## src/rtl/check_node.sv

```systemverilog
// Min-sum LDPC check node: snapshots all variable messages, scans them serially
// for min1/min2/parity, then holds the check-to-variable messages until released.
module check_node #(
    parameter int unsigned weight = 6,
    parameter int unsigned length = 15
) (
    input  logic                       clk,
    input  logic                       rst,
    input  logic [weight*length-1:0]   variable_value_input,
    input  logic [weight-1:0]          variable_enable_input,
    input  logic                       decision_down,
    output logic [weight*length-1:0]   check_value_output,
    output logic                       check_enable
);

    localparam int unsigned MAG_W = length - 1;
    localparam int unsigned IDX_W = $clog2(weight + 1);
    localparam logic [MAG_W-1:0] MAG_MAX = '1;

    typedef enum logic [1:0] {
        IDLE,
        SCAN,
        HOLD
    } state_t;

    state_t                  state_q;
    logic [length-1:0]       snap_q [weight];
    logic [IDX_W-1:0]        idx_q;
    logic [IDX_W-1:0]        idx1_q;
    logic [MAG_W-1:0]        min1_q;
    logic [MAG_W-1:0]        min2_q;
    logic                    parity_q;
    logic [weight*length-1:0] out_q;
    logic                    en_q;

    logic [length-1:0]        cur_msg;
    logic [MAG_W-1:0]         cur_mag;
    logic                     cur_sgn;
    logic [weight*length-1:0] out_d;
    logic [MAG_W-1:0]         fld_mag;
    logic [length-1:0]        fld_ext;
    logic                     fld_sgn;

    // Absolute value; the most negative code saturates to the largest magnitude.
    function automatic logic [MAG_W-1:0] mag_of(input logic [length-1:0] m);
        logic [length-1:0] neg;
        neg = -m;
        if (!m[length-1]) begin
            return m[MAG_W-1:0];
        end
        if (m[MAG_W-1:0] == '0) begin
            return MAG_MAX;
        end
        return neg[MAG_W-1:0];
    endfunction

    always_comb begin
        cur_msg = '0;
        for (int k = 0; k < weight; k++) begin
            if (idx_q == IDX_W'(k)) begin
                cur_msg = snap_q[k];
            end
        end
    end

    assign cur_mag = mag_of(cur_msg);
    assign cur_sgn = cur_msg[length-1];

    // Output edge i excludes itself: it sees min2 only when it owns min1.
    always_comb begin
        out_d   = '0;
        fld_mag = '0;
        fld_ext = '0;
        fld_sgn = 1'b0;
        for (int i = 0; i < weight; i++) begin
            fld_mag = (IDX_W'(i) == idx1_q) ? min2_q : min1_q;
            fld_sgn = parity_q ^ snap_q[i][length-1];
            fld_ext = {1'b0, fld_mag};
            out_d[i*length +: length] = fld_sgn ? -fld_ext : fld_ext;
        end
    end

    always_ff @(posedge clk) begin
        if (rst) begin
            state_q  <= IDLE;
            idx_q    <= '0;
            idx1_q   <= '0;
            min1_q   <= '0;
            min2_q   <= '0;
            parity_q <= 1'b0;
            out_q    <= '0;
            en_q     <= 1'b0;
            for (int k = 0; k < weight; k++) begin
                snap_q[k] <= '0;
            end
        end else begin
            case (state_q)
                IDLE: begin
                    if (&variable_enable_input) begin
                        for (int k = 0; k < weight; k++) begin
                            snap_q[k] <= variable_value_input[k*length +: length];
                        end
                        idx_q    <= '0;
                        idx1_q   <= '0;
                        min1_q   <= MAG_MAX;
                        min2_q   <= MAG_MAX;
                        parity_q <= 1'b0;
                        state_q  <= SCAN;
                    end
                end
                SCAN: begin
                    // Extra cycle after the last message lets the finished minima settle into outputs.
                    if (idx_q == IDX_W'(weight)) begin
                        out_q   <= out_d;
                        en_q    <= 1'b1;
                        state_q <= HOLD;
                    end else begin
                        if (cur_mag < min1_q) begin
                            min2_q <= min1_q;
                            min1_q <= cur_mag;
                            idx1_q <= idx_q;
                        end else if (cur_mag < min2_q) begin
                            min2_q <= cur_mag;
                        end
                        parity_q <= parity_q ^ cur_sgn;
                        idx_q    <= idx_q + IDX_W'(1);
                    end
                end
                HOLD: begin
                    if (decision_down) begin
                        en_q    <= 1'b0;
                        state_q <= IDLE;
                    end
                end
                default: begin
                    state_q <= IDLE;
                end
            endcase
        end
    end

    assign check_value_output = out_q;
    assign check_enable       = en_q;

endmodule

```

## config.mk

```make
export PLATFORM = sky130hd
export DESIGN_NAME = check_node
export DESIGN_NICKNAME = d
export VERILOG_FILES = /design/src/rtl/check_node.sv
export SDC_FILE = /design/constraint.sdc
export NUM_CORES = 1
export LEC_CHECK = 0
export BUFFER_PORTS_ARGS = -buffer_cell sky130_fd_sc_hd__buf_4
export CORE_MARGIN = 4
export CORE_UTILIZATION = 35
export DETAILED_ROUTE_END_ITERATION = 12
export HOLD_SLACK_MARGIN = 0.02
export PLACE_DENSITY_LB_ADDON = 0.25
export REMOVE_ABC_BUFFERS = 1
export SYNTH_ARGS = -nofsm -noshare
export SYNTH_HDL_FRONTEND = slang
export SYNTH_SLANG_ARGS = --single-unit
```

## constraint.sdc

```tcl
create_clock -name clk -period 5.5 [get_ports clk]
set_clock_uncertainty 0.05 [all_clocks]
set_input_delay 1.1 -clock clk [delete_from_list [all_inputs] [get_ports clk]]
set_output_delay 1.1 -clock clk [all_outputs]
set_load 0.005 [all_outputs]
```

# Word level (Yosys, flattened, before mapping)
# Memory sizes are Yosys's and may differ from the RTL's.
# Index checks and enable logic that the tools add are counted.
# word_totals
elab_cells	124
output_inout_bits	91
mem_count	1
ramBits	90
ff_bits	128
in_bits	99
# classes
n_eq_ne	19
bitwise_logic	13
n_reduce_logical	13
add_sub_neg	8
mux	60
order_cmp	2
# memory_table
name	depth	word_bits	rd	rd_ports_with_merged_regs	write_ports	line	source
snap_q	6	15	6	0	6	27	logic [length-1:0] snap_q [weight];
# ops
operator	n
15-bit two-way mux	18
14-bit two-way mux	16
14-bit negation with 15-bit output	6
14-bit case mux with 2 select lines	2
14-bit < comparator	2
14-bit logical NOT	1
14-bit negation	1
1-bit two-way mux	12
3-bit two-way mux	4
3-bit case mux with 2 select lines	2
2-bit inequality test, second input constant	5
3-bit equality test, second input constant	3
3-bit AND reduction	3
4-bit AND reduction	2
1-bit bitwise XOR	7
2-bit by 3-bit equality test with 1-bit output, first input constant	2
3-bit by 2-bit equality test with 1-bit output, second input constant	2
3-bit equality test, first input constant	2
3-bit logical NOT	2
2-bit two-way mux	3
1-bit bitwise OR	6
2-bit case mux with 3 select lines	1
6-bit AND reduction	1
1-bit case mux with 2 select lines	2
other kinds (9)	10

# Longest topological paths before layout
# logic_depth
ltp_word	17
depth_mapped	26

# Least setup slack after synthesis
# Ideal clock, no wire load.
# synth_timing
path_kind	reg2reg
startpoint	register idx_q[0]
endpoint	register min1_q[1]
n_path_buf	4
synth_period_minus_slack_ns	5.559
setup_ns	0.119
required_ns	5.331
path_stages_with_launch	25
path_slack_ns	-0.059
t_arrival_ns	5.390
path_cell_list	dfxtp_1 -> ha_1 -> ha_1 -> buf_2 -> or2_1 -> a221o_1 -> a32oi_1 -> ha_1 -> inv_1 -> a2111oi_4 -> nand4_2 -> or4b_1 -> clkbuf_1 -> and3_1 -> nor2_2 -> ha_1 -> a221oi_1 -> o21ai_0 -> a211oi_1 -> o22ai_1 -> buf_2 -> a221oi_4 -> nand2_1 -> buf_2 -> o221a_1
# synth_between
elab_chain_cells	15
word_cells_on_any_way	28
cone_classes	add/sub: 1; order compare: 1; eq/ne: 8; mux: 15; reduce/logical: 3
# synth_rtl
element	line	source
start: declaration	28	logic [IDX_W-1:0] idx_q;
start signal: assignment	126	idx_q <= idx_q + IDX_W'(1);
branches (longest 15 deep; another with 14-bit negation)	--	
end signal: assignment	120	min1_q <= cur_mag;
end: declaration	30	logic [MAG_W-1:0] min1_q;
# Parallel ways; which one is timed is not known. The select of a mux whose other input is x is not followed.
# A chain may end at the register's enable or synchronous reset.

# Final worst setup path
# layout_timing
startpoint	register idx_q[1]
endpoint	register min1_q[10]
# The elaborated chain is that of the path after synthesis.

==> flow_results.org <==
** Yosys
- A synthesized cell averages between 8 and 9 um^2.
- Ranked by instance count, the synthesized netlist is headed by sky130_fd_sc_hd__a21oi_1, sky130_fd_sc_hd__nor2_1, sky130_fd_sc_hd__dfxtp_1.
- Portion of the post-synthesis area used by sequential elements :: between 40% and 50%
- Summed over its instances, the top area cell type makes up 21.0% of the synthesized netlist area.
- Cell area after synthesis :: ~0.013 mm^2
- Counting every instance in the synthesized netlist gives 1481.
- Most used flip-flop cell after synthesis :: sky130_fd_sc_hd__dfxtp_1
- Counting flops with a built-in enable in the synthesized netlist gives 90.
- In this run, distinct cell masters in the synthesized netlist total 75.
- Most area-hungry cell type in the Yosys netlist :: sky130_fd_sc_hd__edfxtp_1
- Most frequent cell after synthesis :: sky130_fd_sc_hd__a21oi_1
- Flop and latch count out of synthesis :: ~220
- Warnings from Yosys :: 0
- Share of flip-flops with an asynchronous set or reset :: 0%
- Top cells by area, synth :: sky130_fd_sc_hd__edfxtp_1, sky130_fd_sc_hd__dfxtp_1, sky130_fd_sc_hd__a21oi_1

** Worst setup path
- Worst-path fanout max :: 11
- Traced cell by cell, the critical path runs through ha_2, ha_4, or2_4, a221o_1, a32oi_2, ha_2, inv_1, a2111oi_4, nand4_2, or4b_4, and3_4, nor2_4, ha_4, a221oi_2, o21ai_1, a211oi_2, o22ai_2, a221oi_4, nand2_2, o221a_2.
- Data on the critical path arrives at its endpoint at ~5.6 ns.
- For the worst setup path, the data required time is approximately 6 ns.
- The worst setup path is launched from a flip-flop.
- Sum of buffers and inverters on the critical path :: 1
- Max stage delay cell, worst path :: sky130_fd_sc_hd__or4b_4
- On the critical path the largest part of the delay comes from compound AO/OA/AOI/OAI gates.
- Category of the worst setup path capture point :: flip-flop
- By startpoint and endpoint, the worst setup path is classified as flip-flop to flip-flop.
- Worst stage delay on the critical path :: around 0.5 ns

** Global route
- The number of antenna violations at the first check in global routing is 0.
- In the global route stage, overall resource usage came out at 20.2%.
- The number of global-route vias before repair came to about 11000.
- The first global-routing pass estimated 64.3 mm of wire.
- Total grt overflow :: 0
- Pin count of the biggest net entering global routing :: ~90

** Routing
- In the final routed layout, each cell accounts on average for between 15 and 20 um.
- Total iterations of the first detailed-routing run :: 5
- In this run, the number of DRC markers left after iteration 0 of detailed routing was 713.
- Routed wire length :: roughly 42 mm
- Count of nets left with antenna violations after detail routing :: 0
- Drt via density :: between 5 and 6
- DRC violations left :: 0
- Detailed routing inserted a total of between 10000 and 15000 vias.

** Pwr
- For this design the static power due to leakage is about 6.5 nW.
- Internal Dissipation :: around 3 mW
- Part of the power in the clock network :: between 40 and 50%
- In this run the power spent charging and discharging nets is 0.990 mW.
- Sequential cells account for ~44% of the total power.
- Net switching is between 20% and 30% of the power.
- Across the VDD grid, the largest voltage drop is roughly 0.22 mV.
- Per report_power, the combinational group accounts for 13.2% of the total.
- Power spread over the standard cell area amounts to 249 mW/mm^2.

** STA
- The worst path meets setup with approximately 0.23 ns of slack.
- Peak clock frequency supported by timing :: ~190 MHz
- Setup violations remaining at the end of the flow were counted as 0.
- For the pin with the worst max-slew slack, the measured transition is ~1.0 ns.
- Crit share post-route :: 95.7%
- Slew headroom :: between 30 and 40%
- Number of endpoints with negative hold slack in the final report :: 0
- Minimum period implied by the final worst setup slack :: around 5.3 ns
- Final hold analysis gives a worst-case slack of ~0.4 ns.
- The total count of max-transition violations in the final report was 0.

** Place
- Routability congestion estimate from global placement :: around 0.96
- After legalization and detailed placement, the total HPWL measured approximately 30 mm.
- Count of buffers from port buffering :: around 190
- The number of placed instances, taps included, is between 2000 and 2500.
- At the placement stage, the worst setup path has a slack of -0.227 ns.
- Instance area at placement :: ~0.015 mm^2

** Floorplanning
- Die height :: approximately 200 um
- For this configuration, the core starts out at a cell density of a little over a third.
- FP Rows :: 69
- The die covers about 0.040 mm^2.
- Core Box Area :: ~0.036 mm^2
- Width of the die :: approximately 200 um
- 190 I/O pins were placed.

** Cells and area
- For this run, the number of standard cells in the final layout without fillers is approximately 2100.
- Core Util, Final :: 44.5%
- The post-route netlist has a little under a quarter of its cells at a drive strength greater than 1.
- At the end of the flow, the number of nets in the layout was about 1800.
- Post-Layout Inst Area :: roughly 0.016 mm^2
- Post-synthesis to final-layout area growth :: 24.3%
- ANT cells :: 0

** Clocking
- Clock tree from TritonCTS :: done
- After clock tree synthesis, the flow added hold-fix buffers numbering 0.
- CTS Sinks :: between 200 and 250
- H-tree depth reported by CTS :: 1
- The longest clock path from root to sink contains 3 buffers.
- Insertion delay of the later-clocked pin in the worst-skew pair :: ~0.53 ns
- After clock tree synthesis, the clock-pin slew on the worst setup and hold paths is roughly 0.060 ns.
- Number of buffers created by CTS :: 25
- The tree is rooted in a sky130_fd_sc_hd__clkbuf_16.

** Min path
- Hold/Removal Path Class :: flip-flop to flip-flop

** Outcome
- Result of the run :: finished clean

** Job
- Number of maximum-capacitance constraint violations :: 0
state kept, by name (all words and copies together) (netlist names):
name,flops
idx1_q,3
check_value_output,90
parity_q,1
min1_q,14
check_enable,1
snap_q,90
min2_q,14
state_q,2
idx_q,3
per-layer routing:
metal / share of wire [%] / track usage [%] / up-vias
met5: 0 / 0 / -
met4: 3.6 / 6.21 / 0
met3: 4.6 / 2.35 / 81
met2: 48 / 34.8 / 352
met1: 44 / 26.8 / 5537
li1: - / - / 5704
power by group through the flow:
stage	clock network, mW	registers [mW]	logic (mW)
after global routing	1.80	1.75	0.575
after floorplan	0	1.77	0.293
after CTS	1.75	1.75	0.500
after detailed placement	0	1.79	0.494
after global placement	0	1.78	0.491
final	1.70	1.75	0.524
cell usage in the layout (no fill, tap or decap), types with 27 or more instances in the layout:
| cell | netlist | routed |
|---|---|---|
| sky130_fd_sc_hd__clkbuf_16 | 0 | 27 |
| sky130_fd_sc_hd__inv_1 | 49 | 48 |
| sky130_fd_sc_hd__xnor2_1 | 51 | 51 |
| sky130_fd_sc_hd__dfxtp_1 | 128 | 126 |
| sky130_fd_sc_hd__and3_1 | 99 | 97 |
| sky130_fd_sc_hd__nor2_1 | 151 | 149 |
| sky130_fd_sc_hd__ha_1 | 38 | 31 |
| sky130_fd_sc_hd__o21ai_0 | 52 | 50 |
| sky130_fd_sc_hd__edfxtp_1 | 90 | 90 |
| sky130_fd_sc_hd__mux2i_1 | 44 | 44 |
| sky130_fd_sc_hd__buf_4 | 3 | 261 |
| sky130_fd_sc_hd__a211oi_1 | 39 | 37 |
| sky130_fd_sc_hd__a21oi_1 | 180 | 179 |
| sky130_fd_sc_hd__nand3_1 | 31 | 29 |
| sky130_fd_sc_hd__nand2_1 | 115 | 112 |
timing repair:
action,CTS,global route
gates cloned,0,2
endpoints found under the setup margin,25,31
pin swaps,1,17
setup buffers,1,4
resized for setup,7,36
worst min-delay path: cells and delay by family (launching register included):
| kind | cells | cell delay (ns) |
|---|---|---|
| flops | 1 | 0.30 |
| simple gates | 1 | 0.05 |
| compound gates | 1 | 0.05 |
cells by family (layout without fill, tap and decap cells):
kind of cell             count (synthesis)  in the layout  share of synthesized area (%)
XOR/XNOR                                69             69                           4.70
AO/OA/AOI/OAI                          415            415                           21.4
AND/OR/NAND/NOR                        513            513                           20.0
flip-flops                             218            218                           40.9
multiplexers                            46             46                           3.60
adder cells (fa/ha/maj)                 38             38                           3.69
buffers and inverters                  182            360                           5.68
layout make-up:
type | count | area, um^2
fillers | 3548 | 19900
multi-input cells | 1081 | 7080
flip-flops and latches | 218 | 5270
repair buffers | 266 | 2050
clock buffers | 34 | 679
well taps | 461 | 577
inverters | 51 | 191
clock inverters | 9 | 150
stage by stage:
| step | setup TNS (ns) | power [mW] |
|---|---|---|
| 6_report | 0 | 3.98 |
| 5_1_grt | -0.00288 | 4.13 |
| 4_1_cts | 0 | 4.00 |
| 3_5_place_dp | -2.70 | 2.28 |
| 3_3_place_gp | -0.269 | 2.28 |
| 2_1_floorplan | -325.86 | 2.06 |
worst paths after layout:
check / start / to / slack [ns] / depth (start not counted)
min: check_value_output[49]$_SDFFE_PP0P_ / check_value_output[49]$_SDFFE_PP0P_ / 0.40 / 2
min reg2reg: check_value_output[49]$_SDFFE_PP0P_ / check_value_output[49]$_SDFFE_PP0P_ / 0.40 / 2
max: idx_q[1]$_SDFFE_PP0P_ / min1_q[10]$_SDFFE_PP0P_ / 0.23 / 20
max reg2reg: idx_q[1]$_SDFFE_PP0P_ / min1_q[10]$_SDFFE_PP0P_ / 0.23 / 20
No activity file was read; power rests on OpenSTA's default activity.
